### src/rtl/tta_add_cluster.sv
// tta_add_cluster
//   N independent transport-triggered ALU lanes. Each lane has an operand
//   register (OPR) written through the operand port, and a trigger port whose
//   firing computes OPR op t_data. Results travel a LAT-deep pipeline and land
//   in a per-lane RDEPTH-entry result FIFO. A per-lane credit counter
//   (occupancy + in-flight) throttles triggers, so the FIFO can never overflow.
//
// Ports
//   clk, rst_n        clock, asynchronous active-low reset
//   o_we   [N]        operand write strobe per lane
//   o_data [N*XLEN]   operand data, lane i at [i*XLEN +: XLEN]
//   t_valid/t_ready   per-lane trigger handshake (fires on t_valid & t_ready)
//   t_op   [N*3]      opcode: ADD SUB AND OR XOR SLT SLTU MOV
//   t_data [N*XLEN]   second source operand
//   r_valid/r_ready   per-lane result handshake (pop on r_valid & r_ready)
//   r_data [N*XLEN]   head-of-FIFO result per lane
//   idle              no lane holds in-flight or queued results
module tta_add_cluster #(
    parameter int XLEN   = 32,
    parameter int N      = 4,
    parameter int LAT    = 2,
    parameter int RDEPTH = 4
) (
    input  logic              clk,
    input  logic              rst_n,
    input  logic [N-1:0]      o_we,
    input  logic [N*XLEN-1:0] o_data,
    input  logic [N-1:0]      t_valid,
    output logic [N-1:0]      t_ready,
    input  logic [N*3-1:0]    t_op,
    input  logic [N*XLEN-1:0] t_data,
    output logic [N-1:0]      r_valid,
    input  logic [N-1:0]      r_ready,
    output logic [N*XLEN-1:0] r_data,
    output logic              idle
);

    localparam int PW = $clog2(RDEPTH);
    localparam int CW = PW + 1;
    localparam logic [CW-1:0] CAP = CW'(RDEPTH);

    typedef enum logic [2:0] {
        OP_ADD  = 3'd0,
        OP_SUB  = 3'd1,
        OP_AND  = 3'd2,
        OP_OR   = 3'd3,
        OP_XOR  = 3'd4,
        OP_SLT  = 3'd5,
        OP_SLTU = 3'd6,
        OP_MOV  = 3'd7
    } op_e;

    logic [N-1:0] lane_idle;

    // Credits cover every in-flight and queued result, so zero credit on all
    // lanes is exactly "idle" and comes straight from registers.
    assign idle = &lane_idle;

    for (genvar i = 0; i < N; i++) begin : g_lane
        logic [XLEN-1:0] opr;
        logic [XLEN-1:0] opa;
        logic [XLEN-1:0] opb;
        logic [XLEN-1:0] res;
        op_e             op;
        logic            fire;
        logic            pop;
        logic            push;
        logic [XLEN-1:0] push_data;
        logic [CW-1:0]   credit;
        logic [CW-1:0]   occ;
        logic [PW-1:0]   wptr;
        logic [PW-1:0]   rptr;
        logic [XLEN-1:0] mem [RDEPTH];

        assign op  = op_e'(t_op[i*3 +: 3]);
        assign opb = t_data[i*XLEN +: XLEN];
        // Write-through: a same-cycle operand write feeds the trigger directly.
        assign opa = o_we[i] ? o_data[i*XLEN +: XLEN] : opr;

        assign pop          = r_valid[i] & r_ready[i];
        // A pop this cycle frees a slot immediately, so a full lane can still
        // accept one trigger per popped result.
        assign t_ready[i]   = (credit < CAP) | pop;
        assign fire         = t_valid[i] & t_ready[i];
        assign r_valid[i]   = (occ != '0);
        assign r_data[i*XLEN +: XLEN] = mem[rptr];
        assign lane_idle[i] = (credit == '0);

        always_comb begin
            res = opb;
            case (op)
                OP_ADD:  res = opa + opb;
                OP_SUB:  res = opa - opb;
                OP_AND:  res = opa & opb;
                OP_OR:   res = opa | opb;
                OP_XOR:  res = opa ^ opb;
                OP_SLT:  res = XLEN'($signed(opa) < $signed(opb));
                OP_SLTU: res = XLEN'(opa < opb);
                OP_MOV:  res = opb;
            endcase
        end

        always_ff @(posedge clk or negedge rst_n) begin
            if (!rst_n) begin
                opr <= '0;
            end else if (o_we[i]) begin
                opr <= o_data[i*XLEN +: XLEN];
            end
        end

        // The FIFO write itself is the final latency stage, so only LAT-1
        // pipeline registers sit between the trigger and the FIFO.
        if (LAT == 1) begin : g_direct
            assign push      = fire;
            assign push_data = res;
        end else begin : g_pipe
            localparam int PVW = LAT - 1;
            localparam int PDW = (LAT - 1) * XLEN;
            logic [LAT-2:0]           pv;
            logic [LAT-2:0][XLEN-1:0] pd;

            always_ff @(posedge clk or negedge rst_n) begin
                if (!rst_n) begin
                    pv <= '0;
                end else begin
                    pv <= (pv << 1) | PVW'(fire);
                end
            end

            always_ff @(posedge clk) begin
                pd <= (pd << XLEN) | PDW'(res);
            end

            assign push      = pv[LAT-2];
            assign push_data = pd[LAT-2];
        end

        always_ff @(posedge clk or negedge rst_n) begin
            if (!rst_n) begin
                wptr   <= '0;
                rptr   <= '0;
                occ    <= '0;
                credit <= '0;
            end else begin
                if (push) wptr <= wptr + 1'b1;
                if (pop)  rptr <= rptr + 1'b1;
                case ({push, pop})
                    2'b10:   occ <= occ + 1'b1;
                    2'b01:   occ <= occ - 1'b1;
                    default: ;
                endcase
                case ({fire, pop})
                    2'b10:   credit <= credit + 1'b1;
                    2'b01:   credit <= credit - 1'b1;
                    default: ;
                endcase
            end
        end

        always_ff @(posedge clk) begin
            if (push) mem[wptr] <= push_data;
        end
    end

endmodule

### config.mk
export PLATFORM = sky130hd
export DESIGN_NAME = tta_add_cluster
export DESIGN_NICKNAME = d
export VERILOG_FILES = /design/src/rtl/tta_add_cluster.sv
export SDC_FILE = /design/constraint.sdc
export NUM_CORES = 2
export LEC_CHECK = 0
export CAP_MARGIN = 40
export CORE_MARGIN = 3
export CORE_UTILIZATION = 45
export CTS_CLUSTER_SIZE = 14
export DETAILED_ROUTE_END_ITERATION = 8
export PLACE_DENSITY = 0.71
export SYNTH_ARGS = -nofsm -noshare
export SYNTH_HDL_FRONTEND = slang
export SYNTH_SLANG_ARGS = --single-unit
### constraint.sdc
create_clock -name clk -period 4.2 [get_ports clk]
set_input_delay 0.42 -clock clk [delete_from_list [all_inputs] [get_ports clk]]
set_output_delay 0.42 -clock clk [all_outputs]
set_load 0.02 [all_outputs]
* Word-level counts from Yosys, hierarchy flattened
Memories as Yosys holds them, arrays and structs flattened. Cells that the tools add are included.
Storage, ports and cells: memories kept 4, logic and storage cells 189, bits in writable memories 512, input port bits 282, bits in registers 300
Memory list:
- g_lane[0].mem | words 4, bits a word 32, rd ports 1, clocked after Yosys merged registers in 0, wr ports 1, line 73 | logic [XLEN-1:0] mem [RDEPTH];
- g_lane[1].mem | words 4, bits a word 32, rd ports 1, clocked after Yosys merged registers in 0, wr ports 1, line 73
- g_lane[2].mem | words 4, bits a word 32, rd ports 1, clocked after Yosys merged registers in 0, wr ports 1, line 73
- g_lane[3].mem | words 4, bits a word 32, rd ports 1, clocked after Yosys merged registers in 0, wr ports 1, line 73
Operators by class: equal/unequal tests 44, add/subtract/negate cells 32, muxes and demuxes 24, bitwise operators 24, reduce and logical (&&, ||, !) cells 21, order comparisons 12
Operators with widths (number):
- one-hot mux 32 bit (8 select lines) | 4
- < comparator 32 bit | 8
- adder 32 bit | 4
- AND 32 bit | 4
- 2-to-1 mux 32 bit | 4
- OR 32 bit | 4
- subtractor 32 bit | 4
- XOR 32 bit | 4
- == test 3 bit (second input constant) | 16
- one-hot mux 3 bit (2 select lines) | 8
- adder 3 x 1 -> 3 bit (second input constant) | 8
- == test 3 x 2 -> 1 bit (second input constant) | 8
- zero test 3 bit | 8
- subtractor 3 x 1 -> 3 bit (second input constant) | 8
- adder 2 x 1 -> 2 bit (second input constant) | 8
- == test 2 x 1 -> 1 bit (second input constant) | 8
- == test 2 bit (second input constant) | 8
- nonzero test 2 bit | 8
- == test 3 x 1 -> 1 bit (second input constant) | 4
- < comparator 3 bit (second input constant) | 4
- nonzero test 3 bit | 4
- AND 1 bit | 8
- 2-to-1 mux 1 bit | 8
- OR 1 bit | 4
- AND reduction 4 bit | 1

* Logic depth before layout (Yosys ltp)
word-level depth 6, depth in mapped cells 17, gate-level depth less buffers 15

* Least setup slack after synthesis
Ideal clock, no wire load.
path type input-to-reg, start point input o_we[3], end point register g_lane[3].g_pipe.pd[19] in the netlist's numbering, arrival time 3884 ps, required time 4066 ps, setup time 134 ps, slack 182 ps, stages 14, buffers on the path 2, cell sequence clkbuf_1 -> buf_1 -> mux2i_1 -> ha_1 -> o21ba_2 -> or4_1 -> a21oi_1 -> a21oi_1 -> o21ai_1 -> and3_1 -> nor2_1 -> xnor2_1 -> a2111oi_0 -> a21oi_1
Between the ends: longest elaborated chain between the ends 3
Ends and longest elaborated chain:
- from (decl) | line 26 | input logic [N-1:0] o_we,
- 2-to-1 mux 32 bit *
- subtractor 32 bit (tied with other cells) | line 93 | OP_SUB: res = opa - opb;
- one-hot mux 32 bit (8 select lines) * | line 91 | case (op)
- via g_lane[3].res[19] | line 63 | logic [XLEN-1:0] res;
- to (signal assigned) | line 131 | pd <= (pd << XLEN) | PDW'(res);
- to (decl) | line 120 | logic [LAT-2:0][XLEN-1:0] pd;
Mark *: on every way through the listed nets, which the timed path passes. The rest lies on a longest branch. A chain may end at the register's enable or synchronous reset.

* Worst setup path in the final report
start point register g_lane[2].opr[0], end point register g_lane[2].g_pipe.pd[28] in the netlist's numbering
Between the ends: longest elaborated chain between the ends 3
Ends and longest elaborated chain:
- from (decl) | line 60 | logic [XLEN-1:0] opr;
- from (signal assigned) | line 107 | opr <= o_data[i*XLEN +: XLEN];
- 2-to-1 mux 32 bit *
- via g_lane[2].opa[0] | line 61 | logic [XLEN-1:0] opa;
- subtractor 32 bit or adder 32 bit (tied branches) | line 93, 92
- one-hot mux 32 bit (8 select lines) * | line 91
- via g_lane[2].res[28] | line 63
- to (signal assigned) | line 131
- to (decl) | line 120
Marked as above.

==> qor.yml <==
clock_buffer_depth: 3
grt_max_degree: 81
power.ir.vdd_worst_v: 0.000373
r2r_end: "g_lane[2].g_pipe.pd[28]"
worstSkewPairLatency_ns: 0.67
critPathCaptureType: "flop"
clk_pin_slew_ns: 0.07
p_seq_share_pct: 36.7
ys.warnings.count: 0
net-switching-power_w: 0.0108
max_freq_mhz: 271
cts_setup_buffers: 0
final_min_period_over_clock_period_pct: 87.9
dieArea_mm2: 0.114
tritoncts.num_buffers: 88
postLayoutSetupSlackWorst_ns: 0.508
postSynthCellCount: 4731
timing.critical_path.from_type: "flop"
fin_tns_setup_ns: 0
layout.cell_area.non_filler_mm2: 0.0588
detailroute.via_count: 39000
layout.filler_cells: 9253
timing.critical_path.mode_cell: "sky130_fd_sc_hd__inv_1"
worstSetupPathType: "flop to flop"
core_area_mm2: 0.108
drt-pass1-iter-count: 8
synth_area_leaders: "sky130_fd_sc_hd__edfxtp_1 (31%), sky130_fd_sc_hd__ha_1 (10%), sky130_fd_sc_hd__dfrtp_1 (8.7%)"
placed_cell_area_mm2: 0.0558
hold-worst-slack_ns: 0.227
syn-cell-area_mm2: 0.0494
post_cts.resized_instances: 0
setup_viol: 0
ys_flop_type: "sky130_fd_sc_hd__edfxtp_1"
place.port_buffers: 418
hold_path.startpoint: "t_op[2]"
min_to: "g_lane[0].g_pipe.pd[26]"
timing.critical_path.slowest_cell_delay_ns: 0.40
clock_sink_count: 812
clock_tree.htree_level_count: 3
slowest_stage_cell_cp: "sky130_fd_sc_hd__dfrtp_1"
grt_first_pass_wirelength_um: 226000
fin_nets: 5880
post-route-drc-count: 0
final_util_pct: 54.4
grt_use_total_pct: 25.7
finalHoldViolCount: 0
unrepaired_setup_endpoints_after_global_routing: "no"
synth-edff-count: 512
max-cap-violations: 0
drt-initial-drc-count: 3928
drive_above_1_share_pct: 10.7
floorplan.rows: 120
wl_per_cell_um: 22.4
worst-path-buf-inv: 3
finalWeightedCongestion: 0.981
synth_nets: 5440
timing.critical_path.arrival_ns: 4.22
floorplan.initialDensity_pct: 45.8
clock_tree_from_tritoncts: "built"
yosysSeqAreaShare_pct: 45.0
die_y_um: 337
power_report.internal_total_w: 0.0198
rrSetupSlack_ns: 0.51
pwr-share-comb_pct: 37.8
crit-reg2reg-launch: "g_lane[2].opr[0]"
cp_max_fo: 5
clkPwrFrac_pct: 25.6
first_global_vias: 38300
post_detailed_route_count_of_antenna_violating_nets: 0
totalWireLength_um: 149000
leakagePower_nw: 23.9
sw_frac_of_total_pct: 35.3
r2r.worst_path.cells: 15
slew-limit-headroom_pct: 43.6
worst_hold_path.num_cells: 3
chipWidth_um: 337
cts.root.buffer_cell: "sky130_fd_sc_hd__clkbuf_16"
crit_family: "compound AO/OA/AOI/OAI gates"
hpwl_um: 110000
yosys_cell_types: 106
worst-slew-pin-transition_ns: 0.845
drv_slew: 0
timing.critical_path.cells: "mux2i_1 -> inv_1 -> ha_1 -> inv_1 -> fa_1 -> inv_1 -> a21o_1 -> a211o_1 -> a41o_1 -> a221oi_4 -> o21ai_4 -> a2111oi_2 -> nor3_1 -> mux2i_1 -> o211ai_2"
power.density_mw_per_mm2: 522
yosysTopAreaCell: "sky130_fd_sc_hd__edfxtp_1"
worst_clock_skew_ns: 0.0293
post-route-min-period_ns: 3.69
grt_overflow_total: 0
synth_seq_cells: 812
worstSetupStartpoint: "g_lane[2].opr[0]"
yosys.area.top_type_share_pct: 31.1
crit_required_ns: 4.72
async_flop_share_pct: 21.2
placement.setup.worst_slack_ns: 0.0455
routed_via_density: 5.86
status: "completed"
boundaryPins: 419
area_growth_pct: 18.9
antenna_found_initial: 8
syn-mean-instance-area_um2: 10.4
hp-class: "input pin to flop"
-- per-layer routing --
layer	part of all wire, %	wire [um]	global-route usage, %
met3	7.3	10900	4.79
met5	0.031	46	0
met1	43	63500	34.6
met2	47	69400	41.5
met4	3.6	5300	9.10
-- synth_stat cells (11+ instances only) --
cell and number:
sky130_fd_sc_hd__a31oi_1 31, sky130_fd_sc_hd__o21bai_1 51, sky130_fd_sc_hd__xor2_1 31, sky130_fd_sc_hd__a221oi_1 28
sky130_fd_sc_hd__xnor2_1 59, sky130_fd_sc_hd__a211o_1 12, sky130_fd_sc_hd__o211ai_1 52, sky130_fd_sc_hd__dfxtp_1 128
sky130_fd_sc_hd__nand2b_1 36, sky130_fd_sc_hd__edfxtp_1 512, sky130_fd_sc_hd__a221o_1 19, sky130_fd_sc_hd__o31ai_1 34
sky130_fd_sc_hd__nor2_1 395, sky130_fd_sc_hd__mux2i_1 159, sky130_fd_sc_hd__nor3_1 100, sky130_fd_sc_hd__o21a_1 22
sky130_fd_sc_hd__o21ai_0 250, sky130_fd_sc_hd__a211oi_1 93, sky130_fd_sc_hd__nand4_1 14, sky130_fd_sc_hd__o22ai_1 38
sky130_fd_sc_hd__mux4_2 128, sky130_fd_sc_hd__a22oi_1 44, sky130_fd_sc_hd__a21o_1 49, sky130_fd_sc_hd__dfrtp_1 172
sky130_fd_sc_hd__buf_2 21, sky130_fd_sc_hd__and3_1 15, sky130_fd_sc_hd__o311ai_0 12, sky130_fd_sc_hd__o2111ai_1 11
sky130_fd_sc_hd__clkbuf_1 197, sky130_fd_sc_hd__a21oi_1 425, sky130_fd_sc_hd__a311oi_1 14, sky130_fd_sc_hd__nand3_1 61
sky130_fd_sc_hd__nor2b_1 32, sky130_fd_sc_hd__buf_1 48, sky130_fd_sc_hd__ha_1 411, sky130_fd_sc_hd__or3_1 26
sky130_fd_sc_hd__inv_1 435, sky130_fd_sc_hd__nor4_1 22, sky130_fd_sc_hd__fa_1 16, sky130_fd_sc_hd__o221ai_1 21
sky130_fd_sc_hd__nand2_1 252, sky130_fd_sc_hd__and2_1 29
-- stage by stage --
step / cells / power [W]
6_report: 6652 / 0.0307
4_1_cts: 6649 / 0.0309
3_3_place_gp: 6482 / 0.0228
3_5_place_dp: 6483 / 0.0230
2_1_floorplan: 4731 / 0.0181
5_1_grt: 6651 / 0.0322
-- area by class of cell --
class / instances / area [um2] / share of cell area, %
flip-flops and latches: 812 / 22200 / 37.9
repair buffers: 625 / 5740 / 9.76
well taps: 1403 / 1760 / 2.99
clock inverters: 50 / 538 / 0.916
clock buffers: 115 / 2390 / 4.08
multi-input cells: 3201 / 24400 / 41.6
inverters: 443 / 1660 / 2.83
diodes: 3 / 7.51 / 0.0128
-- worst register-to-register path, stage by stage (launching register included) --
cell and delay, ns:
sky130_fd_sc_hd__dfrtp_1 0.40, sky130_fd_sc_hd__mux2i_1 0.38, sky130_fd_sc_hd__inv_1 0.11, sky130_fd_sc_hd__ha_1 0.22
sky130_fd_sc_hd__inv_1 0.10, sky130_fd_sc_hd__fa_1 0.21, sky130_fd_sc_hd__inv_1 0.05, sky130_fd_sc_hd__a21o_1 0.21
sky130_fd_sc_hd__a211o_1 0.31, sky130_fd_sc_hd__a41o_1 0.33, sky130_fd_sc_hd__a221oi_4 0.37, sky130_fd_sc_hd__o21ai_4 0.12
sky130_fd_sc_hd__a2111oi_2 0.31, sky130_fd_sc_hd__nor3_1 0.12, sky130_fd_sc_hd__mux2i_1 0.21, sky130_fd_sc_hd__o211ai_2 0.10
-- how the worst max path moves through the flow --
stage	endpoint	slack, ns	cells after the start
after floorplan	g_lane[3].g_pipe.pd[19]	0.18	14
after global placement	g_lane[3].g_pipe.pd[30]	0.06	15
after detailed placement	g_lane[3].g_pipe.pd[30]	0.05	15
after CTS	r_data[63]	0.58	3
after global routing	g_lane[0].g_pipe.pd[30]	0.29	14
final	g_lane[2].g_pipe.pd[28]	0.51	15
-- layout by cell type, fill, tap and decap left out, drive strengths merged, types with 22 or more instances in the layout --
cell           netlist  layout
ha                 411     411
xor2                31      31
inv                437     449
o21a                22      22
o31ai               36      36
mux4               128     128
clkinv               6      32
dfrtp              172     172
a21oi              428     428
nor4                23      23
xnor2               59      59
and2                34      34
buf                 76     220
or3                 27      27
o22ai               38      38
dfxtp              128     128
nand2              252     252
nand3               61      61
a31oi               32      32
a211oi              96      96
clkbuf             199     115
nor3               102     102
o21ai              256     256
edfxtp             512     512
a21o                49      49
mux2i              159     159
clkdlybuf4s50        0     404
nand2b              36      36
nor2               395     395
a221oi              31      31
o211ai              54      54
a22oi               44      44
nor2b               32      32
o221ai              22      22
o21bai              51      51
-- repair_timing --
item | in CTS | in global routing
endpoints found under the hold margin | 76 | 0
hold buffers | 1 | 0
endpoints found under the setup margin | 0 | 0
-- power by group through the flow --
stage                     sequential (W)  clock, W  combinational [W]
after floorplan                   0.0108         0            0.00732
after global placement            0.0114         0             0.0114
after detailed placement          0.0114         0             0.0115
after CTS                         0.0113   0.00804             0.0116
after global routing              0.0114   0.00833             0.0124
final                             0.0112   0.00785             0.0116
-- registers in the layout, indices dropped and copies added (netlist names) --
name / count
g_lane.credit: 12
g_lane.g_pipe.pd: 128
g_lane.g_pipe.pv: 4
g_lane.mem: 512
g_lane.occ: 12
g_lane.opr: 128
g_lane.rptr: 8
g_lane.wptr: 8
-- kinds of logic (layout without fill, tap and decap cells) --
group           Yosys count  in the layout  share of synthesized area [%]
xor+xnor                 90             90                           1.59
fa+ha+maj               427            427                           11.1
compound gates         1357           1357                           18.0
flops                   812            812                           45.0
buf+inv                 718           1233                           5.59
simple gates           1035           1035                           9.60
mux                     292            292                           9.17
other cells               0              3                              0
No activity file was read; power rests on OpenSTA's default activity.
